<file path="src/rtl/clk_en_scheduler.sv">
// clk_en_scheduler: multi-channel clock-enable scheduler, single clock domain.
// Each channel emits a one-cycle tick every <divisor> cycles plus a square-wave
// level. Divisor changes to a running channel are held as pending and take
// effect on that channel's next wrap, so no period is ever cut short.
//
// Ports:
//   clk_i, rst_i        system clock, synchronous active-high reset
//   run_i               global run; low freezes every channel counter
//   sync_i              phase-align all active channels (cnt <= 0)
//   cfg_valid_i/ready_o config handshake; cfg_ch_i selects the channel,
//   cfg_ch_i, cfg_div_i cfg_div_i is the new divisor (0 = stop)
//   cfg_err_o           one-cycle pulse after an accepted out-of-range request
//   busy_o              per channel: divisor change pending
//   tick_o              per channel: registered enable strobe
//   lvl_o               per channel: square-wave level

// Per-channel divider. ld_i is a qualified transfer aimed at this channel.
module clk_en_ch #(
    parameter int DIV_W   = 24,
    parameter int RST_DIV = 0
) (
    input  logic             clk_i,
    input  logic             rst_i,
    input  logic             run_i,
    input  logic             sync_i,
    input  logic             ld_i,
    input  logic [DIV_W-1:0] div_i,
    output logic             tick_o,
    output logic             lvl_o,
    output logic             busy_o
);
    logic [DIV_W-1:0] act_q, act_d, pend_q, pend_d, cnt_q, cnt_d;
    logic             pnd_q, pnd_d, tick_q, tick_d;
    logic             wrap;
    logic [DIV_W:0]   half;

    always_comb begin
        act_d  = act_q;
        pend_d = pend_q;
        cnt_d  = cnt_q;
        pnd_d  = pnd_q;
        tick_d = 1'b0;
        wrap   = (act_q != '0) && run_i && (cnt_q == act_q - DIV_W'(1));
        if (sync_i) begin
            // Sync wins over wrap and ignores run_i; idle channels untouched.
            if (act_q != '0) begin
                cnt_d = '0;
                if (pnd_q) begin
                    act_d = pend_q;
                    pnd_d = 1'b0;
                end
            end
        end else begin
            if (act_q != '0 && run_i) begin
                if (wrap) begin
                    cnt_d  = '0;
                    tick_d = 1'b1;
                    if (pnd_q) begin
                        act_d = pend_q;
                        pnd_d = 1'b0;
                    end
                end else begin
                    cnt_d = cnt_q + DIV_W'(1);
                end
            end
            // A load landing on a wrap edge is only possible with pnd_q=0
            // (ready blocks it otherwise), so it queues for the next wrap.
            if (ld_i) begin
                if (act_q == '0) begin
                    act_d = div_i;
                    cnt_d = '0;
                end else begin
                    pend_d = div_i;
                    pnd_d  = 1'b1;
                end
            end
        end
    end

    always_ff @(posedge clk_i) begin
        if (rst_i) begin
            act_q  <= DIV_W'(RST_DIV);
            pend_q <= '0;
            cnt_q  <= '0;
            pnd_q  <= 1'b0;
            tick_q <= 1'b0;
        end else begin
            act_q  <= act_d;
            pend_q <= pend_d;
            cnt_q  <= cnt_d;
            pnd_q  <= pnd_d;
            tick_q <= tick_d;
        end
    end

    // High for the first ceil(act/2) counts of each period.
    assign half   = ({1'b0, act_q} + (DIV_W+1)'(1)) >> 1;
    assign lvl_o  = (act_q != '0) && ({1'b0, cnt_q} < half);
    assign tick_o = tick_q;
    assign busy_o = pnd_q;
endmodule

module clk_en_scheduler #(
    parameter int NUM_CH   = 4,
    parameter int DIV_W    = 24,
    parameter int RST_DIV0 = 4
) (
    input  logic              clk_i,
    input  logic              rst_i,
    input  logic              run_i,
    input  logic              sync_i,
    input  logic              cfg_valid_i,
    output logic              cfg_ready_o,
    input  logic [2:0]        cfg_ch_i,
    input  logic [DIV_W-1:0]  cfg_div_i,
    output logic              cfg_err_o,
    output logic [NUM_CH-1:0] busy_o,
    output logic [NUM_CH-1:0] tick_o,
    output logic [NUM_CH-1:0] lvl_o
);
    logic xfer, busy_sel, err_q, err_d;

    // Ready stalls only on sync or on a busy in-range target; never on valid.
    always_comb begin
        busy_sel = 1'b0;
        for (int i = 0; i < NUM_CH; i++)
            if (cfg_ch_i == 3'(i) && busy_o[i]) busy_sel = 1'b1;
        cfg_ready_o = !sync_i && !busy_sel;
    end

    assign xfer  = cfg_valid_i && cfg_ready_o;
    assign err_d = xfer && ({1'b0, cfg_ch_i} >= 4'(NUM_CH));

    always_ff @(posedge clk_i) begin
        if (rst_i) err_q <= 1'b0;
        else       err_q <= err_d;
    end
    assign cfg_err_o = err_q;

    for (genvar g = 0; g < NUM_CH; g++) begin : g_ch
        logic ld;
        assign ld = xfer && (cfg_ch_i == 3'(g));
        clk_en_ch #(
            .DIV_W  (DIV_W),
            .RST_DIV((g == 0) ? RST_DIV0 : 0)
        ) u_ch (
            .clk_i  (clk_i),
            .rst_i  (rst_i),
            .run_i  (run_i),
            .sync_i (sync_i),
            .ld_i   (ld),
            .div_i  (cfg_div_i),
            .tick_o (tick_o[g]),
            .lvl_o  (lvl_o[g]),
            .busy_o (busy_o[g])
        );
    end
endmodule

</file>
<file path="config.mk">
export PLATFORM = sky130hd
export DESIGN_NAME = clk_en_scheduler
export DESIGN_NICKNAME = d
export VERILOG_FILES = /design/src/rtl/clk_en_scheduler.sv
export SDC_FILE = /design/constraint.sdc
export NUM_CORES = 1
export LEC_CHECK = 0
export BUFFER_PORTS_ARGS = -buffer_cell sky130_fd_sc_hd__buf_4
export CORE_UTILIZATION = 30
export DETAILED_ROUTE_END_ITERATION = 10
export GPL_TIMING_DRIVEN = 0
export HOLD_SLACK_MARGIN = 0.05
export PLACE_DENSITY = 0.41
export SLEW_MARGIN = 20
export SYNTH_ARGS = -nofsm -noshare
export SYNTH_HDL_FRONTEND = slang
export SYNTH_SLANG_ARGS = --single-unit
</file>
<file path="constraint.sdc">
create_clock -name clk_i -period 9.7 [get_ports clk_i]
set_input_delay 2.425 -clock clk_i [delete_from_list [all_inputs] [get_ports clk_i]]
set_output_delay 2.425 -clock clk_i [all_outputs]
set_load 0.05 [all_outputs]
</file>
==> Word level (Yosys, flattened, before mapping) <==
Index checks and enable logic that the tools add are counted.
{ "op_classes": {"add_sub_neg": 12, "magnitude_cmp": 5, "n_eq_ne": 11, "mux": 84, "bitwise": 9, "reduce_logical": 42} }
{ "ops": {"columns": ["operator", "n"], "rows": [
  ["24-bit 2-to-1 mux", 52],
  ["24-bit by 1-bit adder with 25-bit output, second input constant", 4],
  ["24-bit by 1-bit adder with 24-bit output, second input constant", 4],
  ["24-bit equality test", 4],
  ["24-bit logical NOT", 4],
  ["24-bit less-than comparator", 4],
  ["24-bit nonzero test", 4],
  ["24-bit by 1-bit subtractor with 24-bit output, second input constant", 4],
  ["1-bit 2-to-1 mux", 32],
  ["1-bit logical AND", 23],
  ["3-bit AND reduction", 4],
  ["3-bit OR reduction", 4],
  ["1-bit inverter", 9],
  ["2-bit by 1-bit inequality test with 1-bit output, second input constant", 4],
  ["3-bit by 2-bit equality test with 1-bit output, second input constant", 2],
  ["3-bit by 1-bit equality test with 1-bit output, second input constant", 1],
  ["3-bit greater-or-equal comparator, second input constant", 1],
  ["3-bit logical NOT", 1],
  ["1-bit logical NOT", 2]
]} }
{ "totals": {"regBits": 297, "input_bits": 32, "out_inout_bits": 14} }

==> Longest topological paths before layout <==
Gate-level depths: netlist of the first run.
{ "logic_depth": {"word_depth": 12, "mapped_depth": 18, "ltp_nobuf": 16} }

==> Hierarchy <==
A second synthesis of the first run with hierarchy kept.
{ "hier_totals": {"hier_cells": 3030, "hier_area_um2": 23618.9} }
{ "by_module_without_submodules": {"columns": ["module", "n_inst", "cells_per_inst", "area_per_inst_um2"], "rows": [
  ["clk_en_ch (g_ch[1].u_ch ...)", 2, 775, 5804.3],
  ["clk_en_ch (g_ch[3].u_ch)", 1, 765, 5979.5],
  ["clk_en_ch (g_ch[0].u_ch)", 1, 702, 5904.4],
  ["clk_en_scheduler", 1, 13, 126.4]
]} }

==> Worst setup path after synthesis of the first run <==
Ideal clock, no wire load.
{ "synth_path": {"path_kind": "input-to-output", "start": "in sync_i", "end": "out cfg_ready_o", "t_arrival_ns": 4.002, "t_required_ns": 7.275, "slack_ns": 3.273, "path_stages": 5, "path_buffers": 4, "cell_sequence": "clkbuf_1 -> clkbuf_1 -> clkbuf_1 -> buf_1 -> a21oi_1"} }
{ "synth_between": {"elab_chain_cells": 2} }
{ "synth_rtl": {"columns": ["item", "line_no", "source"], "rows": [
  ["from (decl)", "111", "input logic sync_i,"],
  ["1-bit logical NOT", "128", "cfg_ready_o = !sync_i && !busy_sel;"],
  ["1-bit logical AND", "128", null],
  ["to (decl)", "113", "output logic cfg_ready_o,"]
]} }
Every way passes these cells.

==> Worst setup path in the final report of the first run <==
Ends and elaborated chain as after synthesis.

==> summary.txt, run 1 <==
Syn Std Cell Area: 0.0226 mm²
Required time of the critical path: 7280 ps
Final min period: 8100 ps
Mean Syn Cell Area: 7.72 µm²
Routed vias: 22,400
Met3 WL: 4030 µm
Clock root buffer master: clkbuf_16
Multi-input gate area: 0.0151 mm²
Pint: 2420 µW
CP Launch Type: primary input
Metal-1 WL: 42,000 µm
Vias in the first global route: 21,700
FFs w/ async S/R, synth: 0%
Cell row count: 100
Ports: 46
Yosys reg bits: 297
Critical R2R Capture: g_ch[2].u_ch.cnt_q[19]
Slowest CP cell: buf_1
RSZ-0062 raised after global routing: false
Combinational Power Share: 18.3%
Core Util, Final: 34.0%
Metal2 WL: 38,700 µm
Max-Slew Margin vs Limit: 27.6%
Setup crit end: cfg_ready_o
Area Overhead vs Synth: 12.2%
Per-cell routed wire length: 21.9 µm
Max Cap Viol: 0
Most common cell after layout, fill and taps aside: nand2_1
FF/Latch Area: 0.00595 mm²
Hold path cells: 2
CP peak stage delay: 800 ps
Post-synthesis sequential area ratio: 26.4%
Final worst clock skew: 24.2 ps
Pwr/cell area: 137 mW/mm²
Mapped Cells: 2,921
Largest net degree at the start of global routing: 12
Distinct cells, synth: 92
Max clock buf depth: 3
Cell mode on critical path: clkbuf_1
Lkg Pwr: 0.00879 µW
PortBufs: 20
Die Area: 0.0763 mm²
Initial antenna violation count: 5
DIE HEIGHT: 276 µm
Nets@finish: 3,124
Worst-path clk slew: 60 ps
Layout cells sized above 1: 9.60%
Max VDD drop: 118 µV
R2R cell count: 13
Switching part of the total: 30.5%
Synth Net Count: 3,061
DRT antenna net count: 0
Setup tns final: 0 ps
Vias per inst: 5.61
Clock power frac: 45.0%
Total wire length: 87,000 µm
Iteration-0 DRC count of the detailed router: 1,706
Post-synth EDFFs: 0
Fin crit share: 83.5%
Most frequent cells in the layout: 350 x nand2_1, 297 x dfxtp_1, 213 x clkbuf_1
Clock latency on the worst-skew pair: 580 ps
Worst Path Arrival: 5680 ps
CP Launch Point: sync_i
Total Power: 3480 µW
TritonCTS buffer count: 40
# DRC: 0
Reg-to-reg slack, setup: 5000 ps
Endpoint class of the critical path: output port
Net switching power: 1060 µW
CTS tree: built
Filler Cells Inserted: 7,868
Most used DFF post-synth: dfxtp_1
GP Congestion: 0.864
CTS resizes: 0
Post-CTS Setup Bufs: 0
Clock Sinks: 297
Post-DP HPWL: 65,200 µm
Initial Utilization: 30.3%
CP cell instances: buf_4, clkbuf_1, clkbuf_1, clkbuf_1, buf_1, a21oi_1, buf_4
DR pass1 iterations: 5
H-tree lvl count: 2
Worst-Margin Slew: 1080 ps
FMAX: 123 MHz
Peak fanout along the critical path: 10
Worst Hold Class: flop to flop
Worst r2r src: g_ch[2].u_ch.act_q[0]
Die X-Extent: 276 µm
Max layer used: met5
Core area: 0.0744 mm²
Seq pwr share: 36.7%
Fin. Hold Viols: 0
Tot GR Track Use: 22.2%
GR Overflow Total: 0
Setup violators final: 0
Global-route wire length before repair: 133,000 µm
Yosys warnings: 0
Kind of critical path: primary input to output port
Hold Buf Count CTS: 0
Max Transition Viols Final: 0
Outcome: complete, no violations
-- power groups by stage --
stage                     registers (µW)  clock network (µW)  logic (µW)
after floorplan                     1290                   0         444
after global placement              1300                   0         620
after detailed placement            1300                   0         625
after CTS                           1270                1610         629
after global routing                1280                1660         692
final                               1270                1560         636
-- worst max-delay path, delay by kind of cell --
family	cells	cell delay, ps
compound gates	1	110
buf+inv	6	3110
-- cells by family (layout without fill, tap and decap cells) --
logic type	count (synthesis)	count (layout)	share of synthesized area [%]
simple gates	1137	1137	26.5
compound gates	700	700	21.2
buf+inv	360	450	6.69
flops	297	297	26.4
xor+xnor	208	208	8.13
mux	111	111	5.15
fa+ha+maj	108	108	5.99
other cells	0	2	0
-- synth_stat cells, types with 54 or more instances --
library cell,number,area (µm²)
ha_1,108,1350
xnor2_1,106,928
nor3_1,78,390
o21ai_0,99,495
nor2_1,164,616
a31oi_1,54,338
nand4_1,80,500
nand2_1,350,1310
clkbuf_1,206,773
xor2_1,101,885
mux2i_1,86,861
inv_1,64,240
a21o_1,55,413
dfxtp_1,297,5950
nand3_1,142,711
a21oi_1,207,1040
-- registers in the layout, summed over array words and instances, names as in the netlist --
name and count:
g_ch.u_ch.busy_o 4, g_ch.u_ch.act_q 96, g_ch.u_ch.cnt_q 96, g_ch.u_ch.tick_o 4
g_ch.u_ch.pend_q 96, cfg_err_o 1
-- layout make-up --
class	instances	area share [%]
multi-input cells	2264	59.8
plain buffers	296	5.03
inverters	64	0.949
clock inverters	12	0.692
clock buffers	57	4.61
well taps	969	4.79
flip-flops and latches	297	23.5
repair buffers	21	0.623
diodes	2	0.0198
-- layer usage --
layer / track usage, % / vias to the layer above
met5: 0 / -
met4: 6.27 / 4
met3: 2.99 / 119
met2: 35.4 / 584
met1: 31.1 / 10900
li1: - / 10700
-- worst min-delay path by stage --
| stage | startpoint | endpoint | slack (ps) |
|---|---|---|---|
| global route | g_ch[0].u_ch.pend_q[16] | g_ch[0].u_ch.pend_q[16] | 470 |
| global placement | g_ch[0].u_ch.pend_q[9] | g_ch[0].u_ch.pend_q[9] | 440 |
| CTS | g_ch[0].u_ch.pend_q[16] | g_ch[0].u_ch.pend_q[16] | 460 |
| finish | g_ch[0].u_ch.pend_q[17] | g_ch[0].u_ch.pend_q[17] | 460 |
| floorplan | g_ch[0].u_ch.pend_q[10] | g_ch[0].u_ch.pend_q[10] | 430 |
| detailed placement | g_ch[0].u_ch.pend_q[16] | g_ch[0].u_ch.pend_q[16] | 450 |
-- per-stage QoR --
stage / hold slack (ps) / std cells / area, µm² / setup slack [ps]
global route: 469 / 3980 / 25300 / 1430
global placement: 441 / 3910 / 23900 / 1840
CTS: 460 / 3980 / 25300 / 1780
detailed placement: 451 / 3911 / 24000 / 1790
floorplan: 433 / 2921 / 22600 / 3270
finish: 458 / 3982 / 25300 / 1600
Power figures use the tool's default switching activity.
==> run 2, diff against run 1 <==
==> constraint.sdc (replaced) <==
create_clock -name clk_i -period 7.7 [get_ports clk_i]
set_input_delay 1.925 -clock clk_i [delete_from_list [all_inputs] [get_ports clk_i]]
set_output_delay 1.925 -clock clk_i [all_outputs]
set_load 0.05 [all_outputs]
==> run 2 against run 1 <==
  * Combinational power rose by 26%
  * Critical path type unchanged
  * First-iteration DRC count decreased by 0.53%
  * Critical endpoint unchanged
  * Hold slack barely moved
  * Clock power rose by 26%
==> summary.txt, run 2 (same netlist as run 1, synthesis figures left out) <==
Outcome: complete, no violations
Max Cap Viol: 0 (unchanged)
PortBufs: 20 (unchanged)
Required time of the critical path: 5780 ps (-1500 ps)
Regs by FF count: g_ch.u_ch.act_q x96, g_ch.u_ch.cnt_q x96, g_ch.u_ch.pend_q x96
Most common cell after layout, fill and taps aside: nand2_1
Nets@finish: 3,124 (unchanged)
Final setup margin: 640 ps (-957 ps)
Switching part of the total: 30.4% (-0.035 points)
Worst-path clk slew: 60 ps (about the same)
Clock latency on the worst-skew pair: 580 ps (about the same)
# DRC: 0 (unchanged)
Worst Hold Class: flop to flop
Combinational Power Share: 18.3% (about the same)
GR Overflow Total: 0 (unchanged)
DIE HEIGHT: 276 µm (unchanged)
Setup violators final: 0 (unchanged)
Total Power: 4380 µW (+26%)
Vias per inst: 5.61 (-0.14%)
DR pass1 iterations: 5 (unchanged)
Max-Slew Margin vs Limit: 27.5% (-0.11 points)
Final min period: 7060 ps
Ports: 46 (unchanged)
Core Util, Final: 34.0% (about the same)
Peak fanout along the critical path: 10 (unchanged)
Worst Path Arrival: 5140 ps (-540 ps)
Lkg Pwr: 0.00879 µW (about the same)
Fin. Hold Viols: 0 (unchanged)
Core area: 0.0744 mm² (unchanged)
Die X-Extent: 276 µm (unchanged)
Pint: 3050 µW (+26%)
Pre-CTS setup slack: 794 ps (-1000 ps)
Max Transition Viols Final: 0 (unchanged)
TritonCTS buffer count: 40 (unchanged)
FMAX: 142 MHz
GP Congestion: 0.864 (unchanged)
Layout cells sized above 1: 9.60% (unchanged)
Largest net degree at the start of global routing: 12 (unchanged)
Per-cell routed wire length: 21.8 µm (-0.14%)
Hold WS: 458 ps (+0.0310 ps)
Worst-Margin Slew: 1080 ps (+1.62 ps)
H-tree lvl count: 2 (unchanged)
Pwr/cell area: 173 mW/mm² (+26%)
Endpoint class of the critical path: output port
CTS tree: built
Seq pwr share: 36.7% (about the same)
Tot GR Track Use: 22.2% (unchanged)
Area Overhead vs Synth: 12.2% (about the same)
Initial antenna violation count: 5 (unchanged)
Max VDD drop: 149 µV (+26%)
Routed vias: 22,300 (-0.14%)
Post-CTS Setup Bufs: 0 (unchanged)
Vias in the first global route: 21,700 (unchanged)
Clock Sinks: 297 (unchanged)
Initial Utilization: 30.3% (unchanged)
Cell row count: 100 (unchanged)
CP Launch Type: primary input
Die Area: 0.0763 mm² (unchanged)
Total wire length: 86,900 µm (-0.14%)
RSZ-0062 raised after global routing: false
Fin crit share: 91.7%
Iteration-0 DRC count of the detailed router: 1,697 (-0.53%)
DRT antenna net count: 0 (unchanged)
Kind of critical path: primary input to output port
Final worst clock skew: 24.6 ps (+0.342 ps)
Net switching power: 1330 µW (+26%)
Setup tns final: 0 ps (unchanged)
Global-route wire length before repair: 133,000 µm (unchanged)
Post-DP HPWL: 65,200 µm (unchanged)
Clock power frac: 45.0% (about the same)
Hold Buf Count CTS: 0 (unchanged)
Max clock buf depth: 3 (unchanged)
Clock root buffer master: clkbuf_16
Most frequent cells in the layout: 350 x nand2_1, 297 x dfxtp_1, 213 x clkbuf_1
run 2: critical path: stages:
cell and delay (ps):
buf_4 80, clkbuf_1 740, clkbuf_1 640, clkbuf_1 560, buf_1 810, a21oi_1 110, buf_4 240
run 2: final cells by class:
type / count / area [µm²]
Fill cell: 7867 / 49100
Timing Repair Buffer: 21 / 158
Clock buffer: 57 / 1170
Inverter: 64 / 240
Buffer: 296 / 1270
Multi-Input combinational cell: 2264 / 15100
Clock inverter: 12 / 175
Antenna cell: 2 / 5.00
Tap cell: 969 / 1210
Sequential cell: 297 / 5950
run 2: worst paths after layout:
path	slack, ps	endpoint	startpoint	cells past startpoint
worst max-delay path	640	cfg_ready_o	sync_i	7
worst min-delay path	460	g_ch[0].u_ch.pend_q[17]	g_ch[0].u_ch.pend_q[17]	2
worst max register to register	3030	g_ch[2].u_ch.cnt_q[19]	g_ch[2].u_ch.act_q[0]	13
worst min register to register	460	g_ch[0].u_ch.pend_q[17]	g_ch[0].u_ch.pend_q[17]	2
run 2: repair_timing:
action | CTS | global route
gates resized for setup | 0 | 1
endpoints found under the hold margin | 0 | 0
setup endpoints to repair | 0 | 1
run 2: per-layer routing:
layer	wire (µm)	share of wire (%)	vias to the layer above	global-route usage, %
li1	-	-	10700	-
met4	2300	2.6	4	6.27
met2	38700	44	563	35.4
met3	4080	4.7	120	2.99
met1	41900	48	10900	31.1
met5	18	0.021	-	0
run 2: through the flow:
| stage | instances | instance area, µm² |
|---|---|---|
| floorplan | 2921 | 22600 |
| global placement | 3910 | 23900 |
| detailed placement | 3911 | 24000 |
| CTS | 3980 | 25300 |
| global route | 3980 | 25300 |
| finish | 3982 | 25300 |
run 2: power groups by stage:
| stage | logic [µW] | registers, µW | clock network (µW) |
|---|---|---|---|
| 3_3_place_gp | 781 | 1640 | 0 |
| 4_1_cts | 793 | 1610 | 2030 |
| 3_5_place_dp | 788 | 1640 | 0 |
| 5_1_grt | 872 | 1610 | 2090 |
| 2_1_floorplan | 560 | 1630 | 0 |
| 6_report | 801 | 1610 | 1970 |
